File: src/rtl/program_dump.sv
// Program-memory readback: streams the first N bytes of program memory out of
// the board UART pin as 8N1 frames so the host can verify a freshly flashed image.
module program_dump #(
    parameter int unsigned CLKS_PER_BIT = 868,
    parameter int unsigned MEM_BYTES    = 1024
) (
    input  logic        clk,
    input  logic        rst,
    input  logic        dump_start,
    input  logic [31:0] dump_length,
    output logic [31:0] mem_read_address,
    input  logic [7:0]  mem_read_data,
    output logic        uart_tx,
    output logic        busy,
    output logic        done
);

    localparam int unsigned       BAUD_W    = (CLKS_PER_BIT > 1) ? $clog2(CLKS_PER_BIT) : 1;
    localparam logic [BAUD_W-1:0] BAUD_LAST = BAUD_W'(CLKS_PER_BIT - 1);
    localparam logic [31:0]       MEM_LIMIT = 32'(MEM_BYTES);

    typedef enum logic [2:0] {
        S_IDLE,
        S_FETCH,
        S_LOAD,
        S_START,
        S_DATA,
        S_STOP
    } state_t;

    state_t            state_q,     state_d;
    logic [31:0]       addr_q,      addr_d;
    logic [31:0]       remaining_q, remaining_d;
    logic [7:0]        shift_q,     shift_d;
    logic [2:0]        bit_idx_q,   bit_idx_d;
    logic [BAUD_W-1:0] baud_q,      baud_d;
    logic              tx_q,        tx_d;
    logic              busy_q,      busy_d;
    logic              done_q,      done_d;

    logic [31:0] clamped_len;
    logic        baud_last;

    // Never read past the end of program memory, whatever the host asks for.
    assign clamped_len = (dump_length > MEM_LIMIT) ? MEM_LIMIT : dump_length;
    assign baud_last   = (baud_q == BAUD_LAST);

    always_comb begin
        // NOTE: every next-state value gets a default first so no path through
        // the case statement can leave one unassigned and infer a latch.
        state_d     = state_q;
        addr_d      = addr_q;
        remaining_d = remaining_q;
        shift_d     = shift_q;
        bit_idx_d   = bit_idx_q;
        baud_d      = baud_q;
        tx_d        = tx_q;
        busy_d      = busy_q;
        done_d      = 1'b0;

        case (state_q)
            S_IDLE: begin
                if (dump_start) begin
                    addr_d      = '0;
                    remaining_d = clamped_len;
                    if (clamped_len == 32'd0) begin
                        done_d = 1'b1;
                    end else begin
                        busy_d  = 1'b1;
                        state_d = S_FETCH;
                    end
                end
            end

            S_FETCH: begin
                state_d = S_LOAD;
            end

            S_LOAD: begin
                shift_d = mem_read_data;
                tx_d    = 1'b0;
                baud_d  = '0;
                state_d = S_START;
            end

            S_START: begin
                if (baud_last) begin
                    baud_d    = '0;
                    bit_idx_d = 3'd0;
                    tx_d      = shift_q[0];
                    state_d   = S_DATA;
                end else begin
                    baud_d = baud_q + 1'b1;
                end
            end

            S_DATA: begin
                if (baud_last) begin
                    baud_d = '0;
                    if (bit_idx_q == 3'd7) begin
                        tx_d    = 1'b1;
                        state_d = S_STOP;
                    end else begin
                        // Shift first so bit 0 of the register always mirrors the pin.
                        bit_idx_d = bit_idx_q + 3'd1;
                        shift_d   = {1'b0, shift_q[7:1]};
                        tx_d      = shift_q[1];
                    end
                end else begin
                    baud_d = baud_q + 1'b1;
                end
            end

            S_STOP: begin
                if (baud_last) begin
                    baud_d = '0;
                    if (remaining_q != 32'd0) begin
                        remaining_d = remaining_q - 32'd1;
                    end
                    if (remaining_q > 32'd1) begin
                        addr_d  = addr_q + 32'd1;
                        state_d = S_FETCH;
                    end else begin
                        busy_d  = 1'b0;
                        done_d  = 1'b1;
                        state_d = S_IDLE;
                    end
                end else begin
                    baud_d = baud_q + 1'b1;
                end
            end

            default: begin
                state_d = S_IDLE;
            end
        endcase
    end

    // NOTE: state registers use non-blocking assignments so every flop samples
    // its next value from the same pre-edge snapshot.
    always_ff @(posedge clk) begin
        if (rst) begin
            state_q     <= S_IDLE;
            addr_q      <= '0;
            remaining_q <= '0;
            shift_q     <= '0;
            bit_idx_q   <= '0;
            baud_q      <= '0;
            tx_q        <= 1'b1;
            busy_q      <= 1'b0;
            done_q      <= 1'b0;
        end else begin
            state_q     <= state_d;
            addr_q      <= addr_d;
            remaining_q <= remaining_d;
            shift_q     <= shift_d;
            bit_idx_q   <= bit_idx_d;
            baud_q      <= baud_d;
            tx_q        <= tx_d;
            busy_q      <= busy_d;
            done_q      <= done_d;
        end
    end

    assign mem_read_address = addr_q;
    assign uart_tx          = tx_q;
    assign busy             = busy_q;
    assign done             = done_q;

endmodule

File: config.mk
export PLATFORM = sky130hd
export DESIGN_NAME = program_dump
export DESIGN_NICKNAME = d
export VERILOG_FILES = /design/src/rtl/program_dump.sv
export SDC_FILE = /design/constraint.sdc
export NUM_CORES = 1
export LEC_CHECK = 0
export CAP_MARGIN = 20
export CORE_MARGIN = 8
export CORE_UTILIZATION = 45
export DETAILED_ROUTE_END_ITERATION = 16
export PLACE_DENSITY_LB_ADDON = 0.1
export REMOVE_ABC_BUFFERS = 1
export SYNTH_ARGS = -nofsm -noshare
export SYNTH_HDL_FRONTEND = slang
export SYNTH_SLANG_ARGS = --single-unit
File: constraint.sdc
create_clock -name clk -period 2.7 [get_ports clk]
set_input_delay 0.675 -clock clk [delete_from_list [all_inputs] [get_ports clk]]
set_output_delay 0.675 -clock clk [all_outputs]
set_load 0.01 [all_outputs]
== Word-level counts from Yosys, hierarchy flattened ==
Cells that the tools add are included.
Storage, ports and cells
  register bits after elaboration: 91
  input bits: 43
  output and inout bits: 35
  logic and storage cells: 88
Operators by class
  $add $sub $neg: 4
  order comparisons: 2
  equal/unequal tests: 17
  multiplexer cells: 40
  reductions and logical operators: 16
Operators with widths (count)
  two-way mux 32 bit: 7
  one-hot mux 32 bit (2 select lines): 2
  adder 32 x 1 -> 32 bit, second input constant: 1
  > comparator 32 x 1 -> 1 bit, second input constant: 1
  > comparator 32 x 11 -> 1 bit, second input constant: 1
  zero test 32 bit: 1
  nonzero test 32 bit: 1
  subtractor 32 x 1 -> 32 bit, second input constant: 1
  two-way mux 3 bit: 9
  != test 2 bit, second input constant: 10
  one-hot mux 10 bit (2 select lines): 1
  one-hot mux 3 bit (6 select lines): 1
  two-way mux 8 bit: 2
  one-hot mux 8 bit (2 select lines): 1
  two-way mux 1 bit: 12
  AND reduction 4 bit: 3
  adder 10 x 1 -> 10 bit, second input constant: 1
  == test 10 bit, second input constant: 1
  two-way mux 10 bit: 1
  == test 3 bit, second input constant: 3
  nonzero test 2 bit: 4
  == test 3 x 2 -> 1 bit, second input constant: 2
  one-hot mux 3 bit (2 select lines): 1
  AND reduction 3 bit: 2
  9 further kinds: 10

== Longest topological paths before layout ==
  depth in word-level cells: 6
  depth in mapped cells: 9
  mapped depth without buffers: 8

== Worst setup path after synthesis ==
OpenSTA, ideal clock, no wires.
  path kind: register to register
  start point: reg baud_q[0]
  end point: reg addr_q[29] (netlist: mem_read_address[29])
  data arrival time: 2.403 ns
  required time: 2.630 ns
  setup slack: 0.227 ns
  cell stages (with the launch flop): 9
  clock period less this slack: 2.473 ns
  cell sequence: dfxtp_1 > ha_1 > nand4b_1 > nor4_4 > o21ai_4 > or4_4 > buf_6 > or3_1 > a21oi_1
Between the ends
  word-level cells in the longest chain between the ends: 3
Ends and longest elaborated chain
  from (decl): RTL line 36  | logic [BAUD_W-1:0] baud_q, baud_d;
  from (signal assigned): RTL line 158  | baud_q <= baud_d;
  == test 10 bit: RTL line 46  | assign baud_last = (baud_q == BAUD_LAST);
  != test 2 bit (no source line)
  AND reduction 4 bit (no source line)
  to (signal assigned): RTL line 154  | addr_q <= addr_d;
  to (decl): RTL line 32  | logic [31:0] addr_q, addr_d;
Every way passes these cells.
A chain may end at the register's enable or synchronous reset.

== Worst setup path after layout ==
  start point: reg baud_q[0]
  end point: reg shift_q[2]
Between the ends
  word-level cells in the longest chain between the ends: 3
Ends and longest elaborated chain
  == test 10 bit: RTL line 46
  != test 2 bit (no source line)
  AND reduction 3 bit (no source line)
  to (signal assigned): RTL line 156  | shift_q <= shift_d;
  to (decl): RTL line 34  | logic [7:0] shift_q, shift_d;
Every way passes these cells.

==> results.yml <==
setup_path:
  slowest_library_cell_on_the_worst_path: "sky130_fd_sc_hd__or3_2"
  cp_slowest_stage_delay_ps: 530
  worst-setup-path-type: "reg -> reg"
  timing.critical_path.arrival_ps: 2810
  endpoint_kind: "flip-flop"
  worstPathRequired_ps: 2990
  timing.critical_path.from_type: "flip-flop"
  worst-path-max-fanout: 16
  worstPathCellList: "ha_1 > nand4b_1 > or3_2 > or3_1 > a21oi_4 > nor2_1 > a311oi_1"
  path_buf_inv: 0
  category_of_cells_accounting_for_the_largest_share_of_critical_path_delay: "simple AND/OR/NAND/NOR gates"
global_route:
  grt_start_max_net_pins: 47
  global_route.usage.total: 0.192
  grt_antenna_before_repair: 0
  first_global_vias: 4857
  grt_pass1_wl_um: 23400
  overflow: 0
clock_tree:
  clkTransAtPathRegs_ps: 90
  clkSinkCount: 91
  cts_root_buf: "sky130_fd_sc_hd__clkbuf_8"
  cts_tree: "done"
  max-clock-path-buffers: 2
  tritoncts.num_buffers: 9
  htree_num_levels: 3
  clock_latency_ps: 390
final_layout:
  final_cell_mix: "91 x sky130_fd_sc_hd__dfxtp_1, 80 x sky130_fd_sc_hd__nor2_1, 76 x sky130_fd_sc_hd__clkdlybuf4s50_1, 55 x sky130_fd_sc_hd__nand2_1, 46 x sky130_fd_sc_hd__a21oi_1"
  final_nets: 772
  layout-area-overhead-vs-synth_pct: 26.6
  final_layout_size_suffix_gt1_frac: 0.124
  postLayoutCoreUtil: 0.585
  layout.cells.most_common: "sky130_fd_sc_hd__dfxtp_1"
  diodes_inserted: 0
  filler_cell_count: 1040
drt:
  first_iter_violations: 365
  post_drt_wl_per_cell_um: 16.1
  vias: 5096
  drt-vias-per-instance: 5.87
  detail_route.wirelength_um: 13900
  drc: 0
  drtPass1Iterations: 5
  ant_nets: 0
placed_design:
  finalWeightedCongestion: 0.911
  hpwl_after_dpl_um: 10400
  dp_slack_ps: -35.5
  place.port_buffers: 77
floorplan:
  core_region_area_sq_um: 10800
  initial_utilization: 0.462
  die_area_sq_um: 14800
  dieWidth_um: 122
  placement_rows: 38
  ioPinCount: 78
  die_h_um: 122
power:
  leakagePower_nw: 2.10
  combPwrFrac: 0.214
  ir_drop_v: 0.000335
  power.sequential.fraction: 0.470
  fraction_of_power_consumed_by_the_clock_network: 0.316
  power_switching_mw: 0.919
  power_density_nw_per_um2: 474
  intPower_mw: 2.08
  sw_frac_of_total: 0.306
synth:
  synth_area_sq_um: 5010
  postSynthRegisterBits: 91
  synthesis_warning_total: 0
  synth-edff-count: 0
  postSynth.topFlopCell: "sky130_fd_sc_hd__dfxtp_1"
  netlist_instances: 619
  fraction_of_registers_with_async_set_reset: 0
  yosys.cell_types.count: 74
  postSynthAreaPerCell_sq_um: 8.09
  yosysSeqAreaShare: 0.364
run:
  max_cap_violations: 0
sta:
  timing.slew.headroom: 0.535
  min_period_ps: 2510
  slew_viol_final: 0
  setup_ws_ps: 187
  hold_violations: 0
  period_utilisation_layout: 0.931
  setup_repair_after_global_routing_missed_its_margin: "no"
  worstMarginPinSlew_ps: 691
  clock_skew_ps: 8.65
  setup_tns_ps: 0
  report.final.setup_viol: 0
  holdWs_ps: 467
  achievable-frequency_mhz: 398
status:
  status: "complete, no violations"
hold_path:
  worst_hold_path_type: "reg -> reg"
==> state kept, by name, indices dropped and copies added (netlist names), 3 cells and up <==
register / count
mem_read_address: 32
shift_q: 8
state_q: 3
bit_idx_q: 3
remaining_q: 32
baud_q: 10
==> power groups by stage <==
stage | Sequential [mW] | Combinational [mW] | Clock, mW
after floorplan | 1.44 | 0.331 | 0
after global placement | 1.44 | 0.627 | 0
after CTS | 1.41 | 0.639 | 0.979
final | 1.41 | 0.642 | 0.949
after global routing | 1.42 | 0.706 | 1.03
after detailed placement | 1.44 | 0.636 | 0
==> cells in the mapped netlist, drive strengths merged, types with 6 or more instances <==
master	instances	area share
a21oi	47	0.049
a311oi	14	0.024
a31oi	8	0.010
buf	9	0.017
clkbuf	18	0.013
dfxtp	91	0.36
ha	6	0.015
inv	11	0.0082
nand2	56	0.042
nand2b	6	0.0075
nand3	26	0.026
nand4	18	0.024
nor2	82	0.063
nor3	27	0.027
nor3b	8	0.014
nor4	29	0.047
o21ai	31	0.033
or3	21	0.028
or4	8	0.013
xnor2	18	0.031
xor2	6	0.010
==> layer usage <==
layer  part of all wire  wire length, um  GRT usage
met5                  0                0          0
met4              0.019              259     0.0709
met3              0.070              973     0.0512
met2               0.47             6510      0.315
met1               0.44             6200      0.237
==> per-stage QoR <==
stage | power [mW] | std cells | instance area, sq um
floorplan | 1.77 | 591 | 4850
global placement | 2.07 | 852 | 6140
detailed placement | 2.08 | 852 | 6140
CTS | 3.03 | 868 | 6340
global route | 3.15 | 868 | 6340
finish | 3.00 | 868 | 6340
==> final cells by class <==
cell class                 count  area [sq um]  area share
multi-input combinational    488          2990       0.471
sequential                    91          1820       0.287
clock buffer                  10           128      0.0201
clock inverter                 6          65.1      0.0103
timing repair buffer         121          1120       0.177
tap                          140           175      0.0276
inverter                      12          45.0     0.00710
==> kinds of logic (layout without fill, tap and decap cells) <==
logic type | after synthesis | count (layout) | synth area share
buffers and inverters | 40 | 149 | 0.0415
multiplexers | 1 | 1 | 0.00200
AND/OR/NAND/NOR | 305 | 305 | 0.330
AO/OA/AOI/OAI | 152 | 152 | 0.206
flip-flops | 91 | 91 | 0.364
XOR/XNOR | 24 | 24 | 0.0420
adder cells (fa/ha/maj) | 6 | 6 | 0.0150
==> final timing paths <==
check	cells past startpoint	start	end	slack, ps
max	7	baud_q[0]$_SDFFE_PP0P_	shift_q[2]$_SDFFE_PP0P_	190
min	2	bit_idx_q[2]$_SDFFE_PP0P_	bit_idx_q[2]$_SDFFE_PP0P_	470
max reg2reg	7	baud_q[0]$_SDFFE_PP0P_	shift_q[2]$_SDFFE_PP0P_	190
min reg2reg	2	bit_idx_q[2]$_SDFFE_PP0P_	bit_idx_q[2]$_SDFFE_PP0P_	470
==> worst register-to-register path: cells and delay by family, from the launching register on <==
| kind | cells | cell delay [ps] |
|---|---|---|
| DFF | 1 | 380 |
| AOI/OAI and AO/OA | 2 | 610 |
| and+or+nand+nor | 4 | 1210 |
| adders and majority gates | 1 | 220 |
==> repair_timing <==
| item | in CTS | in global routing |
|---|---|---|
| gates resized for setup | 0 | 1 |
| setup buffers | 0 | 0 |
| hold buffers | 0 | 0 |
| setup endpoints to repair | 0 | 2 |
No activity file was read; power rests on OpenSTA's default activity.
